## src/rtl/lsu_pkg.sv

```systemverilog
// Shared definitions for the load/store unit: FSM states, funct3 encodings,
// exception cause codes and the access-size byte-mask helper.
package lsu_pkg;

   typedef enum logic [1:0] {
      IDLE = 2'd0,
      REQ  = 2'd1,
      DONE = 2'd2
   } lsu_state_e;

   localparam logic [2:0] F3_B  = 3'b000;
   localparam logic [2:0] F3_H  = 3'b001;
   localparam logic [2:0] F3_W  = 3'b010;
   localparam logic [2:0] F3_D  = 3'b011;
   localparam logic [2:0] F3_BU = 3'b100;
   localparam logic [2:0] F3_HU = 3'b101;
   localparam logic [2:0] F3_WU = 3'b110;
   localparam logic [2:0] F3_NA = 3'b111;

   localparam logic [3:0] CAUSE_ILLEGAL      = 4'd2;
   localparam logic [3:0] CAUSE_LD_MISALIGN  = 4'd4;
   localparam logic [3:0] CAUSE_ST_MISALIGN  = 4'd6;

   // Byte mask for an access of 1, 2, 4 or 8 bytes (funct3[1:0]).
   function automatic logic [7:0] size_mask(input logic [1:0] size);
      unique case (size)
         2'b00:   size_mask = 8'h01;
         2'b01:   size_mask = 8'h03;
         2'b10:   size_mask = 8'h0F;
         default: size_mask = 8'hFF;
      endcase
   endfunction

endpackage

```

## src/rtl/load_formatter.sv

```systemverilog
// Load lane extraction: shifts the addressed bytes down, truncates to the
// access size and sign- or zero-extends to 64 bits.
module load_formatter
   import lsu_pkg::*;
(
   input  logic [63:0] rdata,
   input  logic [2:0]  addr_lo,
   input  logic [2:0]  funct3,
   output logic [63:0] result
);

   logic [63:0] lane;

   assign lane = rdata >> {addr_lo, 3'b000};

   // funct3[2] selects zero extension (the U variants).
   always_comb begin
      result = lane;
      unique case (funct3[1:0])
         2'b00:   result = funct3[2] ? {56'd0, lane[7:0]}  : {{56{lane[7]}},  lane[7:0]};
         2'b01:   result = funct3[2] ? {48'd0, lane[15:0]} : {{48{lane[15]}}, lane[15:0]};
         2'b10:   result = funct3[2] ? {32'd0, lane[31:0]} : {{32{lane[31]}}, lane[31:0]};
         default: result = lane;
      endcase
   end

endmodule

```

## src/rtl/load_store_unit.sv

```systemverilog
// Memory-stage load/store unit with req/ack data-memory handshake and access
// exception detection. Optional statistics counters under `LSU_STATS_EN.
//
// state | meaning
// IDLE  | waiting for an access; faults reported combinationally, legal access latched
// REQ   | request on the bus, fields held stable until ack
// DONE  | read data valid, pipeline released, same instruction still present
module load_store_unit
   import lsu_pkg::*;
#(
   parameter int ADDR_WIDTH = 64,
   parameter int DATA_WIDTH = 64
) (
   input  logic                  i_clk,
   input  logic                  i_arst_n,
   input  logic                  i_mem_access,
   input  logic                  i_we,
   input  logic [2:0]            i_funct3,
   input  logic [ADDR_WIDTH-1:0] i_addr,
   input  logic [DATA_WIDTH-1:0] i_store_data,
   output logic                  o_stall,
   output logic [DATA_WIDTH-1:0] o_read_data,
   output logic                  o_exc,
   output logic [3:0]            o_cause,
   output logic                  o_dmem_req,
   output logic                  o_dmem_we,
   output logic [ADDR_WIDTH-1:0] o_dmem_addr,
   output logic [DATA_WIDTH-1:0] o_dmem_wdata,
   output logic [7:0]            o_dmem_be,
`ifdef LSU_STATS_EN
   output logic [15:0]           o_load_cnt,
   output logic [15:0]           o_store_cnt,
   output logic [15:0]           o_stall_cnt,
`endif
   input  logic                  i_dmem_ack,
   input  logic [DATA_WIDTH-1:0] i_dmem_rdata
);

   lsu_state_e            state_q, state_d;
   logic [ADDR_WIDTH-1:0] addr_q;
   logic [DATA_WIDTH-1:0] wdata_q;
   logic [7:0]            be_q;
   logic                  we_q;
   logic [2:0]            funct3_q;
   logic                  illegal, misaligned;
   logic                  issue, capture;
   logic [63:0]           fmt_data;

   always_comb begin
      illegal = i_we ? i_funct3[2] : (i_funct3 == F3_NA);
      unique case (i_funct3[1:0])
         2'b00:   misaligned = 1'b0;
         2'b01:   misaligned = i_addr[0];
         2'b10:   misaligned = |i_addr[1:0];
         default: misaligned = |i_addr[2:0];
      endcase
   end

   always_ff @(posedge i_clk or negedge i_arst_n) begin
      if (!i_arst_n) state_q <= IDLE;
      else           state_q <= state_d;
   end

   always_comb begin
      state_d = state_q;
      o_stall = 1'b0;
      o_exc   = 1'b0;
      o_cause = 4'd0;
      issue   = 1'b0;
      capture = 1'b0;
      unique case (state_q)
         IDLE: begin
            if (i_mem_access) begin
               if (illegal || misaligned) begin
                  o_exc   = 1'b1;
                  o_cause = illegal ? CAUSE_ILLEGAL
                          : (i_we ? CAUSE_ST_MISALIGN : CAUSE_LD_MISALIGN);
               end else begin
                  issue   = 1'b1;
                  o_stall = 1'b1;
                  state_d = REQ;
               end
            end
         end
         REQ: begin
            o_stall = 1'b1;
            if (i_dmem_ack) begin
               capture = 1'b1;
               state_d = DONE;
            end
         end
         DONE:    state_d = IDLE;
         default: state_d = IDLE;
      endcase
   end

   always_ff @(posedge i_clk or negedge i_arst_n) begin
      if (!i_arst_n) begin
         addr_q   <= '0;
         wdata_q  <= '0;
         be_q     <= 8'h00;
         we_q     <= 1'b0;
         funct3_q <= 3'b000;
      end else if (issue) begin
         addr_q   <= i_addr;
         wdata_q  <= i_store_data << {i_addr[2:0], 3'b000};
         be_q     <= i_we ? (size_mask(i_funct3[1:0]) << i_addr[2:0]) : 8'h00;
         we_q     <= i_we;
         funct3_q <= i_funct3;
      end
   end

   load_formatter u_load_formatter (
      .rdata   (i_dmem_rdata),
      .addr_lo (addr_q[2:0]),
      .funct3  (funct3_q),
      .result  (fmt_data)
   );

   // Stores leave the previous load result in place.
   always_ff @(posedge i_clk or negedge i_arst_n) begin
      if (!i_arst_n)              o_read_data <= '0;
      else if (capture && !we_q)  o_read_data <= fmt_data;
   end

   assign o_dmem_req   = (state_q == REQ);
   assign o_dmem_we    = we_q;
   assign o_dmem_addr  = {addr_q[ADDR_WIDTH-1:3], 3'b000};
   assign o_dmem_wdata = wdata_q;
   assign o_dmem_be    = be_q;

`ifdef LSU_STATS_EN
   always_ff @(posedge i_clk or negedge i_arst_n) begin
      if (!i_arst_n) begin
         o_load_cnt  <= 16'd0;
         o_store_cnt <= 16'd0;
         o_stall_cnt <= 16'd0;
      end else begin
         if (capture && !we_q && o_load_cnt != 16'hFFFF)  o_load_cnt  <= o_load_cnt + 16'd1;
         if (capture && we_q && o_store_cnt != 16'hFFFF)  o_store_cnt <= o_store_cnt + 16'd1;
         if (o_stall && o_stall_cnt != 16'hFFFF)          o_stall_cnt <= o_stall_cnt + 16'd1;
      end
   end
`endif

endmodule

```

## config.mk

```make
export PLATFORM = sky130hd
export DESIGN_NAME = load_store_unit
export DESIGN_NICKNAME = d
export VERILOG_FILES = /design/src/rtl/lsu_pkg.sv /design/src/rtl/load_formatter.sv /design/src/rtl/load_store_unit.sv
export SDC_FILE = /design/constraint.sdc
export NUM_CORES = 1
export LEC_CHECK = 0
export CORE_ASPECT_RATIO = 0.7
export CORE_MARGIN = 1
export CORE_UTILIZATION = 42
export CTS_CLUSTER_DIAMETER = 200
export DETAILED_ROUTE_END_ITERATION = 8
export HOLD_SLACK_MARGIN = 0.02
export PLACE_DENSITY = 0.89
export SLEW_MARGIN = 10
export SYNTH_ARGS = -nofsm -noshare
export SYNTH_HDL_FRONTEND = slang
export SYNTH_SLANG_ARGS = --single-unit
```

## constraint.sdc

```tcl
create_clock -name i_clk -period 2.4 [get_ports i_clk]
set_clock_uncertainty 0.2 [all_clocks]
set_input_delay 0.24 -clock i_clk [delete_from_list [all_inputs] [get_ports i_clk]]
set_output_delay 0.24 -clock i_clk [all_outputs]
set_load 0.03 [all_outputs]
```

==> summary.json <==
{
  "worst_setup_path_start_kind": "flip-flop",
  "ir_worst_vdd_uv": 683.1,
  "cts-htree-levels": 1,
  "synth.yosys.warnings": 0,
  "ys_async_sr_fraction": 1.000,
  "reg2reg_from": "addr_q[1]",
  "syn_area_um2": 11710,
  "synth.cells.most_frequent": "dfrtp_1, nor2_1, nand2_1, mux2_2, mux2i_1",
  "maxSlewViolCount": 0,
  "first_iter_violations": 1005,
  "post-layout-total-power_mw": 18.86,
  "antenna_found_initial": 0,
  "placeableCoreArea_um2": 27090,
  "ys_types": 54,
  "drt-total-wl_mm": 42.36,
  "largest_net_degree_at_the_start_of_global_routing": 69,
  "clk-insertion-delay-late_ns": 0.52,
  "totalNegativeSetupSlack_ns": -0.8343,
  "arrival_ns": 2.62,
  "global_route.overflow_total": 0,
  "power.density_cell_area_nw_per_um2": 1104,
  "synth_top_area_cell": "dfrtp_1",
  "ys_dominant_reg_cell": "dfrtp_1",
  "grt_setup_unrepaired": "true",
  "postLayoutCoreUtil": 0.6306,
  "p_leak_nw": 7.204,
  "clock_tree_from_tritoncts": "yes",
  "fin_nets": 1720,
  "firstDrtPassIters": 5,
  "synth.most_common_cell": "dfrtp_1",
  "cts_inserted_buffers": 24,
  "placedCellCount": 1852,
  "min_period_over_period": 1.020,
  "synthesis.instances": 1160,
  "cp_max_fo": 16,
  "die_w_um": 201.6,
  "dpl_worst_slack_ns": -0.2125,
  "total_setup_violations_reported_at_the_end_of_the_flow": 32,
  "place_congestion": 1.008,
  "outcome": "finished, violations left",
  "worstSetupPathType": "flip-flop to flip-flop",
  "post_drt_via_cell_ratio": 5.670,
  "ant_nets": 0,
  "final.min_clock_period_ns": 2.449,
  "synth-seq-area-share": 0.4400,
  "track_usage": 0.2855,
  "critical_path.startpoint": "addr_q[1]",
  "detail_route.drc_violations": 0,
  "clk_transition_reported_paths_ns": 0.07,
  "fmax_ghz": 0.4084,
  "whs_ns": 0.01988,
  "finalNonFillerCells": 1901,
  "critical_path_required_ns": 2.57,
  "antenna_cells_inserted": 0,
  "synth-edff-count": 0,
  "fill_cells": 2125,
  "io_pins": 408,
  "cts.sinks": 206,
  "end_kind": "flip-flop",
  "cts_max_path_buffers": 3,
  "failed_checks": "setup timing",
  "initial_core_util": 0.4325,
  "first_pass_grt_wire_length_mm": 62.68,
  "floorplan.die.height_um": 141.7,
  "cts_root_buffer": "clkbuf_16",
  "layout-area-overhead-vs-synth_pct": 45.82,
  "area_of_all_placed_cells_without_fillers_um2": 17080,
  "routed-via-count": 10780,
  "drv_cap": 0,
  "maxSlewHeadroom": 0.6006,
  "worst_pin_slew_ns": 0.5969,
  "routed_wire_length_per_instance_um": 22.28,
  "grt_pass1_vias": 10600,
  "timing_hold_violations_final": 0,
  "place_area_um2": 16180,
  "post-dp-hpwl_mm": 31.96,
  "worst_min_delay_path_class": "primary input to asynchronous set/reset pin",
  "synth_top_area_share": 0.4400,
  "syn_area_per_cell_um2": 10.10,
  "ys_seq_elements": 206,
  "worst_slack_ns": -0.04887,
  "post_route_cells_drive_above_1_share": 0.1796,
  "synth_area_leaders": "dfrtp_1, mux2_2, mux2i_1, mux4_2, buf_4",
  "core.rowCount": 50,
  "port_buffers": 402,
  "design.die.area_um2": 28570
}
-- worst max-delay path, stage by stage (launching register included) --
cell and delay [ns]:
dfrtp_2 0.52, mux2_4 0.34, mux4_2 0.51, a311oi_4 0.31, buf_12 0.17, buf_12 0.15, a31oi_1 0.09
-- logic make-up after synthesis --
kind of cell / count (synthesis) / synth area share
AND/OR/NAND/NOR: 301 / 0.1129
AO/OA/AOI/OAI: 271 / 0.1463
multiplexers: 214 / 0.2227
flip-flops: 206 / 0.4400
buffers and inverters: 167 / 0.07775
other: 1 / 0.0003201
-- per-layer routing --
layer | track usage | share of wire | vias to the layer above | wire length (um)
met5 | 0 | 0 | - | 0
met4 | 0.08812 | 0.028 | 0 | 1198
met3 | 0.09026 | 0.12 | 81 | 4983
met2 | 0.4147 | 0.43 | 635 | 18300
met1 | 0.4046 | 0.42 | 5245 | 17880
li1 | - | - | 4818 | -
-- where the power goes --
part	total (mW)	switching (mW)	internal [mW]
registers	5.52	0.825	4.69
clock network	3.55	1.52	2.03
logic	9.80	5.50	4.29
-- area by class of cell --
| class | count | area (um^2) | share of cell area |
|---|---|---|---|
| multi-input cells | 791 | 5708 | 0.3341 |
| flip-flops and latches | 206 | 5157 | 0.3019 |
| repair buffers | 488 | 4966 | 0.2907 |
| clock buffers | 32 | 691.9 | 0.04050 |
| well taps | 364 | 455.4 | 0.02666 |
| clock inverters | 11 | 70.07 | 0.004102 |
| inverters | 9 | 33.78 | 0.001978 |
-- flip-flops by register name (all words and copies together), names as in the netlist --
signal,cells
o_dmem_wdata,64
o_dmem_be,8
state_q,2
o_read_data,64
addr_q,64
o_dmem_we,1
funct3_q,3
-- layout by cell type (no fill, tap or decap), drive strengths merged, types with 7 or more instances in the layout --
master and instances:
dfrtp 206, a22o 7, buf 89, clkbuf 33
nand2 118, o21ai 78, nor2 120, clkdlybuf4s50 395
or3 10, o31ai 16, a211oi 15, a22oi 12
a21oi 68, inv 10, a2bb2oi 10, mux2 103
and2 11, nand2b 12, mux4 27, clkinv 7
nor2b 14, mux2i 84, a31oi 28
-- worst paths after layout --
check                                    to  slack (ns)  depth (start not counted)
max in group asynchronous  o_dmem_wdata[33]        1.20                          3
hold / removal              o_read_data[52]        0.02                          2
setup reg to reg            o_read_data[48]       -0.05                          6
setup / recovery            o_read_data[48]       -0.05                          6
min in group i_clk             o_dmem_be[6]        0.07                          4
hold reg to reg            o_dmem_wdata[17]        0.28                          2
-- timing repair --
| action | 4_1_cts | 5_1_grt |
|---|---|---|
| setup buffers | 1 | 1 |
| hold endpoints to repair | 208 | 0 |
| cloned | 1 | 1 |
| resized for setup | 3 | 6 |
| setup endpoints to repair | 32 | 48 |
| hold buffers | 2 | 0 |
No activity file was read; power rests on OpenSTA's default activity.
